===== src/rtl/row_result_writer_pkg.sv =====
// rtl/row_result_writer_pkg.sv - shared types and helpers for the row result writer
package row_result_writer_pkg;

  typedef enum logic {
    IDLE  = 1'b0,
    DRAIN = 1'b1
  } state_t;

  // Width of a lane index; a single-lane build still needs a 1-bit counter.
  function automatic int idx_width(input int n);
    return (n > 1) ? $clog2(n) : 1;
  endfunction

endpackage


===== src/rtl/row_result_writer_coord_linearizer.sv =====
// rtl/row_result_writer_coord_linearizer.sv - (x,y) to linear output address with range check
module coord_linearizer #(
  parameter int ADDR_WIDTH     = 8,
  parameter int OUT_ADDR_WIDTH = 16
) (
  input  logic [ADDR_WIDTH-1:0]     i_x,
  input  logic [ADDR_WIDTH-1:0]     i_y,
  input  logic [ADDR_WIDTH-1:0]     i_o_size,
  output logic [OUT_ADDR_WIDTH-1:0] o_addr,
  output logic                      o_in_range
);

  // Operands are sized to the output width first so the product wraps modulo 2^OUT_ADDR_WIDTH.
  assign o_addr     = OUT_ADDR_WIDTH'(i_x) * OUT_ADDR_WIDTH'(i_o_size) + OUT_ADDR_WIDTH'(i_y);
  assign o_in_range = (i_x < i_o_size) && (i_y < i_o_size);

endmodule


===== src/rtl/row_result_writer.sv =====
// rtl/row_result_writer.sv - serializes one router burst into output-buffer writes
module row_result_writer
  import row_result_writer_pkg::*;
#(
  parameter int ROUTER_COUNT   = 4,
  parameter int ADDR_WIDTH     = 8,
  parameter int DATA_WIDTH     = 8,
  parameter int OUT_ADDR_WIDTH = 16
) (
  input  logic                               i_clk,
  input  logic                               i_rst,
  input  logic                               i_reg_clear,
  input  logic                               i_valid,
  output logic                               o_ready,
  input  logic [ROUTER_COUNT*ADDR_WIDTH-1:0] i_x,
  input  logic [ROUTER_COUNT*ADDR_WIDTH-1:0] i_y,
  input  logic [ROUTER_COUNT*DATA_WIDTH-1:0] i_data,
  input  logic [ROUTER_COUNT-1:0]            i_mask,
  input  logic [ADDR_WIDTH-1:0]              i_o_size,
  output logic                               o_wr_en,
  output logic [OUT_ADDR_WIDTH-1:0]          o_wr_addr,
  output logic [DATA_WIDTH-1:0]              o_wr_data,
  input  logic                               i_wr_ready,
  output logic                               o_busy,
  output logic                               o_done,
  output logic                               o_err,
  output logic [OUT_ADDR_WIDTH-1:0]          o_write_count
);

  localparam int              IDX_W    = idx_width(ROUTER_COUNT);
  localparam logic [IDX_W-1:0] LAST_IDX = IDX_W'(ROUTER_COUNT - 1);

  state_t                            state_q, state_d;
  logic [IDX_W-1:0]                  idx_q, idx_d;
  logic [ROUTER_COUNT*ADDR_WIDTH-1:0] x_q, x_d, y_q, y_d;
  logic [ROUTER_COUNT*DATA_WIDTH-1:0] data_q, data_d;
  logic [ROUTER_COUNT-1:0]           mask_q, mask_d;
  logic [ADDR_WIDTH-1:0]             o_size_q, o_size_d;
  logic                              done_q, done_d;
  logic                              err_q, err_d;
  logic [OUT_ADDR_WIDTH-1:0]         count_q, count_d;

  logic [ADDR_WIDTH-1:0]     lane_x, lane_y;
  logic [OUT_ADDR_WIDTH-1:0] lane_addr;
  logic                      lane_in_range;
  logic                      lane_masked;
  logic                      lane_active;
  logic                      wr_en;
  logic                      advance;

  assign lane_x      = x_q[idx_q*ADDR_WIDTH +: ADDR_WIDTH];
  assign lane_y      = y_q[idx_q*ADDR_WIDTH +: ADDR_WIDTH];
  assign lane_masked = (state_q == DRAIN) && mask_q[idx_q];
  assign lane_active = lane_masked && lane_in_range;
  // A clear cancels the write in its own cycle, not just from the next one.
  assign wr_en       = lane_active && !i_reg_clear;
  assign advance     = (state_q == DRAIN) && (!lane_active || i_wr_ready);

  coord_linearizer #(
    .ADDR_WIDTH    (ADDR_WIDTH),
    .OUT_ADDR_WIDTH(OUT_ADDR_WIDTH)
  ) u_linearizer (
    .i_x       (lane_x),
    .i_y       (lane_y),
    .i_o_size  (o_size_q),
    .o_addr    (lane_addr),
    .o_in_range(lane_in_range)
  );

  always_comb begin
    state_d  = state_q;
    idx_d    = idx_q;
    x_d      = x_q;
    y_d      = y_q;
    data_d   = data_q;
    mask_d   = mask_q;
    o_size_d = o_size_q;
    done_d   = 1'b0;
    err_d    = err_q;
    count_d  = count_q;

    if (i_reg_clear) begin
      state_d = IDLE;
      idx_d   = '0;
      err_d   = 1'b0;
      count_d = '0;
    end else begin
      if (wr_en && i_wr_ready && (count_q != '1)) begin
        count_d = count_q + OUT_ADDR_WIDTH'(1);
      end
      case (state_q)
        IDLE: begin
          if (i_valid) begin
            state_d  = DRAIN;
            idx_d    = '0;
            x_d      = i_x;
            y_d      = i_y;
            data_d   = i_data;
            mask_d   = i_mask;
            o_size_d = i_o_size;
          end
        end
        DRAIN: begin
          if (lane_masked && !lane_in_range) begin
            err_d = 1'b1;
          end
          if (advance) begin
            if (idx_q == LAST_IDX) begin
              state_d = IDLE;
              idx_d   = '0;
              done_d  = 1'b1;
            end else begin
              idx_d = idx_q + IDX_W'(1);
            end
          end
        end
        default: state_d = IDLE;
      endcase
    end
  end

  always_ff @(posedge i_clk or posedge i_rst) begin
    if (i_rst) begin
      state_q  <= IDLE;
      idx_q    <= '0;
      x_q      <= '0;
      y_q      <= '0;
      data_q   <= '0;
      mask_q   <= '0;
      o_size_q <= '0;
      done_q   <= 1'b0;
      err_q    <= 1'b0;
      count_q  <= '0;
    end else begin
      state_q  <= state_d;
      idx_q    <= idx_d;
      x_q      <= x_d;
      y_q      <= y_d;
      data_q   <= data_d;
      mask_q   <= mask_d;
      o_size_q <= o_size_d;
      done_q   <= done_d;
      err_q    <= err_d;
      count_q  <= count_d;
    end
  end

  assign o_ready       = (state_q == IDLE) && !i_reg_clear;
  assign o_wr_en       = wr_en;
  assign o_wr_addr     = lane_addr;
  assign o_wr_data     = data_q[idx_q*DATA_WIDTH +: DATA_WIDTH];
  assign o_busy        = (state_q == DRAIN);
  assign o_done        = done_q;
  assign o_err         = err_q;
  assign o_write_count = count_q;

endmodule


===== config.mk =====
export PLATFORM = sky130hd
export DESIGN_NAME = row_result_writer
export DESIGN_NICKNAME = d
export VERILOG_FILES = /design/src/rtl/row_result_writer_pkg.sv /design/src/rtl/row_result_writer_coord_linearizer.sv /design/src/rtl/row_result_writer.sv
export SDC_FILE = /design/constraint.sdc
export NUM_CORES = 1
export LEC_CHECK = 0
export CAP_MARGIN = 20
export CORE_UTILIZATION = 55
export DETAILED_ROUTE_END_ITERATION = 7
export DONT_BUFFER_PORTS = 1
export GPL_TIMING_DRIVEN = 0
export PLACE_DENSITY = 0.74
export REMOVE_ABC_BUFFERS = 1
export SLEW_MARGIN = 25
export SYNTH_ARGS = -nofsm -noshare
export SYNTH_HDL_FRONTEND = slang
export SYNTH_SLANG_ARGS = --single-unit

===== constraint.sdc =====
create_clock -name i_clk -period 7.5 [get_ports i_clk]
set_input_delay 1.5 -clock i_clk [delete_from_list [all_inputs] [get_ports i_clk]]
set_output_delay 1.5 -clock i_clk [all_outputs]
set_load 0.01 [all_outputs]

* Yosys cells after proc, flatten, opt, wreduce, memory -nomap -nowiden
Cells that the tools add are included.
** Cells by class
- Add/subtract/negate cells :: 3
- Multiply operators :: 1
- $lt $le $gt $ge :: 3
- Equality and inequality tests :: 4
- Shift operators :: 3
- Multiplexer cells :: 21
- Bitwise logic cells :: 2
- Reductions and logical operators :: 19
** Operators by type and width (count)
- 32-bit by 6-bit variable part select with 8-bit output :: 3
- 16-bit two-way mux :: 2
- 16-bit by 1-bit adder with 16-bit output (second input constant) :: 1
- 16-bit by 8-bit adder with 16-bit output :: 1
- 8-bit less-than comparator :: 2
- 8-bit by 8-bit multiplier with 16-bit output :: 1
- 16-bit != test (second input constant) :: 1
- 1-bit two-way mux :: 12
- 1-bit logical AND :: 9
- 2-bit two-way mux :: 4
- 2-bit nonzero test :: 3
- 2-bit one-hot mux with 2 select lines :: 1
- 2-bit AND reduction :: 2
- 1-bit zero test :: 3
- 2-bit by 3-bit less-than comparator with 1-bit output (second input constant) :: 1
- 3-bit by 2-bit != test with 1-bit output (second input constant) :: 1
- 3-bit != test (second input constant) :: 1
- 3-bit AND reduction :: 1
- 2-bit by 1-bit adder with 2-bit output (second input constant) :: 1
- 1-bit binary-select mux with 2-bit select :: 1
- 2-bit == test (second input constant) :: 1
- 1-bit inverter :: 2
- 1-bit one-hot mux with 2 select lines :: 1
- 1-bit logical OR :: 1
** Word-level totals
- Register bits after elaboration :: 129
- Input bits :: 113
- Output and inout port bits :: 45
- Word-level logic and storage cells :: 66

* Longest topological paths before layout
- Word-level depth :: 10
- Depth in mapped cells :: 21
- Depth with buffers taken out :: 19

* Hierarchy
Synthesis repeated with hierarchy kept, for this count alone.
** Second synthesis, totals
- Cells, all modules :: 705
- Area, all modules :: 8443.1 µm²
** Modules (own cells, without submodules)
- row_result_writer :: times used 1, cells each 394, area each 5763.0 µm², sequential area each 3228.1 µm²
- coord_linearizer :: times used 1, cells each 311, area each 2680.1 µm², sequential area each 0.0 µm²

* Worst setup path after synthesis
OpenSTA, ideal clock, no wires.
- Kind :: reg2out
- Start :: reg idx_q[0]
- End :: out o_wr_addr[14]
- Arrival time :: 5153 ps
- Data required time :: 6000 ps
- Path slack :: 847 ps
- Stages on the path, launching flop included :: 20
- Buffers on the path :: 3
- Cells stage by stage :: dfrtp_1 -> buf_6 -> buf_2 -> clkbuf_1 -> nor2_1 -> a21oi_1 -> nand2_1 -> fa_1 -> fa_1 -> inv_1 -> fa_1 -> inv_1 -> fa_1 -> inv_1 -> ha_1 -> o21a_1 -> o21ai_0 -> o311ai_0 -> o41ai_1 -> xnor2_1
** Between the ends
- Cells in the longest elaborated chain, start to end :: 3
- Elaborated cells on any way between the ends :: 4
- Classes of those cells :: add/sub: 1; mul: 1; shift: 2
** RTL lines
- start: declaration :: line row_result_writer.sv:34 : logic [IDX_W-1:0] idx_q, idx_d;
- start signal: assignment :: line row_result_writer.sv:136 : idx_q <= idx_d;
- 32-bit by 6-bit variable part select with 8-bit output :: line row_result_writer.sv:51 : assign lane_x = x_q[idx_q*ADDR_WIDTH +: ADDR_WIDTH];
- 8-bit by 8-bit multiplier with 16-bit output :: line row_result_writer_coord_linearizer.sv:14 : assign o_addr = OUT_ADDR_WIDTH'(i_x) * OUT_ADDR_WIDTH'(i_o_size) + OUT_ADDR_WIDTH'(i_y);
- 16-bit by 8-bit adder with 16-bit output * :: line row_result_writer_coord_linearizer.sv:14
- end: declaration :: line row_result_writer.sv:21 : output logic [OUT_ADDR_WIDTH-1:0] o_wr_addr,
Every way passes the cells marked *; elsewhere a longest branch is shown, timed or not.

* Final worst setup path
Ends and elaborated chain as after synthesis.

==> results.cfg <==
[run_status]
outcome = finished with violations
violations = design-rule violations

[setup_path]
critical-path-slowest-cell = mux4_2
crit_top_cell = fa_1
r2r_path_start = idx_q[0]
crit_buf_inv = 3
crit_path_end_kind = output pin
crit_required_ps = 6000
critical_path.reg2reg.endpoint = o_write_count[5]
criticalPathCategory = reg2out
slowest_delay_ps = 630
crit_path_max_fanout = 18
setup.reg_to_reg.worst_slack_ps = 3350
worst_path_top_cell_family_by_delay = adder cells
crit_path_cell_trace = buf_4, mux4_2, and2_1, fa_1, fa_1, inv_1, fa_1, fa_1, inv_1, ha_1, o21ai_0, nor2_1, nor4_2, o311ai_0, o41ai_1, xnor2_1
cp.arrival_ps = 5790
critical_path.startpoint_type = flop
worstRegToRegCells = 10
timing.critical_path.from = idx_q[0]

[layout]
most_common_cell_after_layout_fill_and_taps_aside = dfrtp_1
layout-area-overhead-vs-synth_pct = 10.7
postLayoutCellArea_mm2 = 0.00928
finish.cell_count_without_fillers = 905
drive_above_1_share = 0.247
layout_common_cells = dfrtp_1 (127), mux2_2 (102), inv_1 (76), ha_1 (59)
nNetsFinal = 923

[clock_tree]
clock_slew_at_the_register_clock_pins_of_the_worst_setup_and_hold_paths_ps = 60
cts_root_buffer_type = clkbuf_16
cts_buffers = 17
number_of_sinks_handled_by_clock_tree_synthesis = 129
tritoncts = done
htreeDepth = 4
cts_max_path_buffers = 2
cts.hold.buffers_added = 0
clkLatencyLatePin_ps = 410

[floorplanning]
dieWidth_um = 125
initial_utilization = 0.571
std_cell_rows = 44
die-area_mm2 = 0.0157
core_region_area_mm2 = 0.0147
num_io_pins = 158
vertical_die_dimension_um = 125

[global_routing]
grt_antenna_before_repair = 3
grt_remaining_overflow = 0
first_global_vias = 5779
grt_start_max_net_pins = 83
grt_util_all_layers = 0.231
first_pass_grt_wire_length_um = 28400

[min_path]
hold_path_depth = 1
worst_hold_path.endpoint = data_q[18]
hold_path_startpoint = data_q[18]
worstHoldPathType = reg2reg

[synth]
number_of_flops_mapped_to_enable_cells_by_yosys = 0
flop_and_latch_count_out_of_synthesis = 129
post_synth_inst_count = 710
synth_cell_types = 56
ys_warn_count = 0
ys_seq_area_frac = 0.385
synthesis.area_per_instance_um2 = 11.8
postSynth.topFlopCell = dfrtp_1
mappedNetlistArea_mm2 = 0.00839
async_reset_ff_frac = 1.00

[sta]
fin_worst_skew_ps = 7.65
hold_viol_final = 0
worst_slew_margin_relative_to_its_limit = 0.552
finalSetupViolCount = 0
grt_setup_unrepaired = no
tightestPinTransition_ps = 672
timing.final.crit_period_ps = 7290
clock.fmax_mhz = 137
setup_ws_ps = 211
hold_slack_ps = 500
timing.final.max_slew_violations = 0
timing.final.crit_share = 0.972

[route]
ant_nets = 0
drt_first_pass_iters = 6
drt_first_iter_violations = 252
routed_wl_um = 17400
post-route-drc-count = 8
via_count = 5338
drt-vias-per-instance = 5.90
drt-wirelength-per-cell_um = 19.2

[power_and_ir_drop]
leakagePower_nw = 4.10
power_density_mw_per_mm2 = 453
irDropWorstVdd_mv = 0.476

[place]
post_dp_cell_area_mm2 = 0.00858
placement.io_buffers = 0
post-place-ws_ps = 212
final_hpwl_from_detailed_placement_um = 12700
numPlacedInstances = 868
gp_congestion = 0.784

[flow_run]
max_cap_viols = 0
-- worst max path at each step --
stage	to	slack, ps	cells after the start
after global placement	o_wr_addr[14]	-400	15
after floorplan	o_wr_addr[14]	410	15
after CTS	o_wr_addr[14]	2	16
after detailed placement	o_wr_addr[13]	210	18
after global routing	o_wr_addr[14]	30	16
final	o_wr_addr[14]	210	16
-- what timing repair did --
action / in CTS / in global routing
endpoints found under the setup margin: 3 / 4
gates cloned: 0 / 1
gates resized for setup: 3 / 2
pin swaps: 0 / 1
setup buffers: 0 / 2
-- synthesized netlist by cell type, drive strengths merged (2+ instances only) --
library cell | instances | area [um2]
dfrtp | 129 | 3230
mux2 | 104 | 1170
inv | 77 | 289
ha | 59 | 738
fa | 44 | 881
nand2 | 44 | 165
and2 | 34 | 213
nor2 | 25 | 93.8
mux4 | 23 | 518
a21oi | 22 | 114
o21ai | 19 | 95.1
clkbuf | 18 | 67.6
nand3 | 13 | 65.1
buf | 11 | 62.6
or4 | 9 | 67.6
nand4 | 7 | 43.8
o31ai | 7 | 52.6
or3 | 7 | 45.1
xnor2 | 6 | 52.6
a211oi | 4 | 30.0
a21o | 4 | 30.0
mux2i | 3 | 30.0
nor4 | 3 | 18.8
o211ai | 3 | 22.5
o21a | 3 | 22.5
o311ai | 3 | 26.3
or2 | 3 | 18.8
xor2 | 3 | 26.3
a21boi | 2 | 15.0
and4 | 2 | 20.0
nor4b | 2 | 23.8
o41ai | 2 | 17.5
-- registers in the layout (all words and copies together), names as in the netlist --
register	count
data_q	32
o_write_count	16
o_err	1
o_done	1
y_q	32
mask_q	4
o_size_q	8
idx_q	2
x_q	32
o_busy	1
-- area by class of cell --
type	count	area, um2
Antenna cell	1	2.50
Clock buffer	19	443
Clock inverter	13	185
Fill cell	1099	5420
Inverter	77	297
Multi-Input combinational cell	476	4780
Sequential cell	129	3240
Tap cell	184	230
Timing Repair Buffer	6	109
-- logic make-up (layout without fill, tap and decap cells) --
| kind of cell | after synthesis | in the layout | share of synthesized area |
|---|---|---|---|
| compound gates | 79 | 79 | 0.0607 |
| xor+xnor | 9 | 9 | 0.00940 |
| fa+ha+maj | 103 | 103 | 0.193 |
| buf+inv | 106 | 115 | 0.0500 |
| flops | 129 | 129 | 0.385 |
| mux | 130 | 131 | 0.205 |
| other cells | 0 | 1 | 0 |
| simple gates | 154 | 154 | 0.0967 |
-- per-layer routing --
layer / global-route usage / up-vias / wire, um
met2: 0.397 / 164 / 8700
met3: 0.0629 / 26 / 1230
met5: 0 / - / 31
met4: 0.0775 / 4 / 269
li1: - / 2476 / -
met1: 0.279 / 2668 / 7150
-- where the power goes --
group          leakage (nW)  internal [mW]  switching [mW]
registers              1.56          0.828          0.0937
clock network         0.292          0.565           0.302
logic                  2.24           1.02            1.40
-- worst register-to-register path: cells and delay by family (launching register included) --
family                     cells  cell delay, ps
and+or+nand+nor                4            1650
AOI/OAI and AO/OA              2             450
DFF                            1             420
muxes                          1             670
adders and majority gates      1             350
buffers and inverters          2             530
-- through the flow --
stage | utilization | total power [mW] | setup TNS (ps)
finish | 0.631 | 4.21 | 0
floorplan | - | 2.90 | 0
detailed placement | 0.583 | 3.33 | 0
global route | 0.631 | 4.64 | 0
global placement | 0.577 | 3.23 | -1240
CTS | 0.627 | 4.21 | 0
Power figures use the tool's default switching activity.
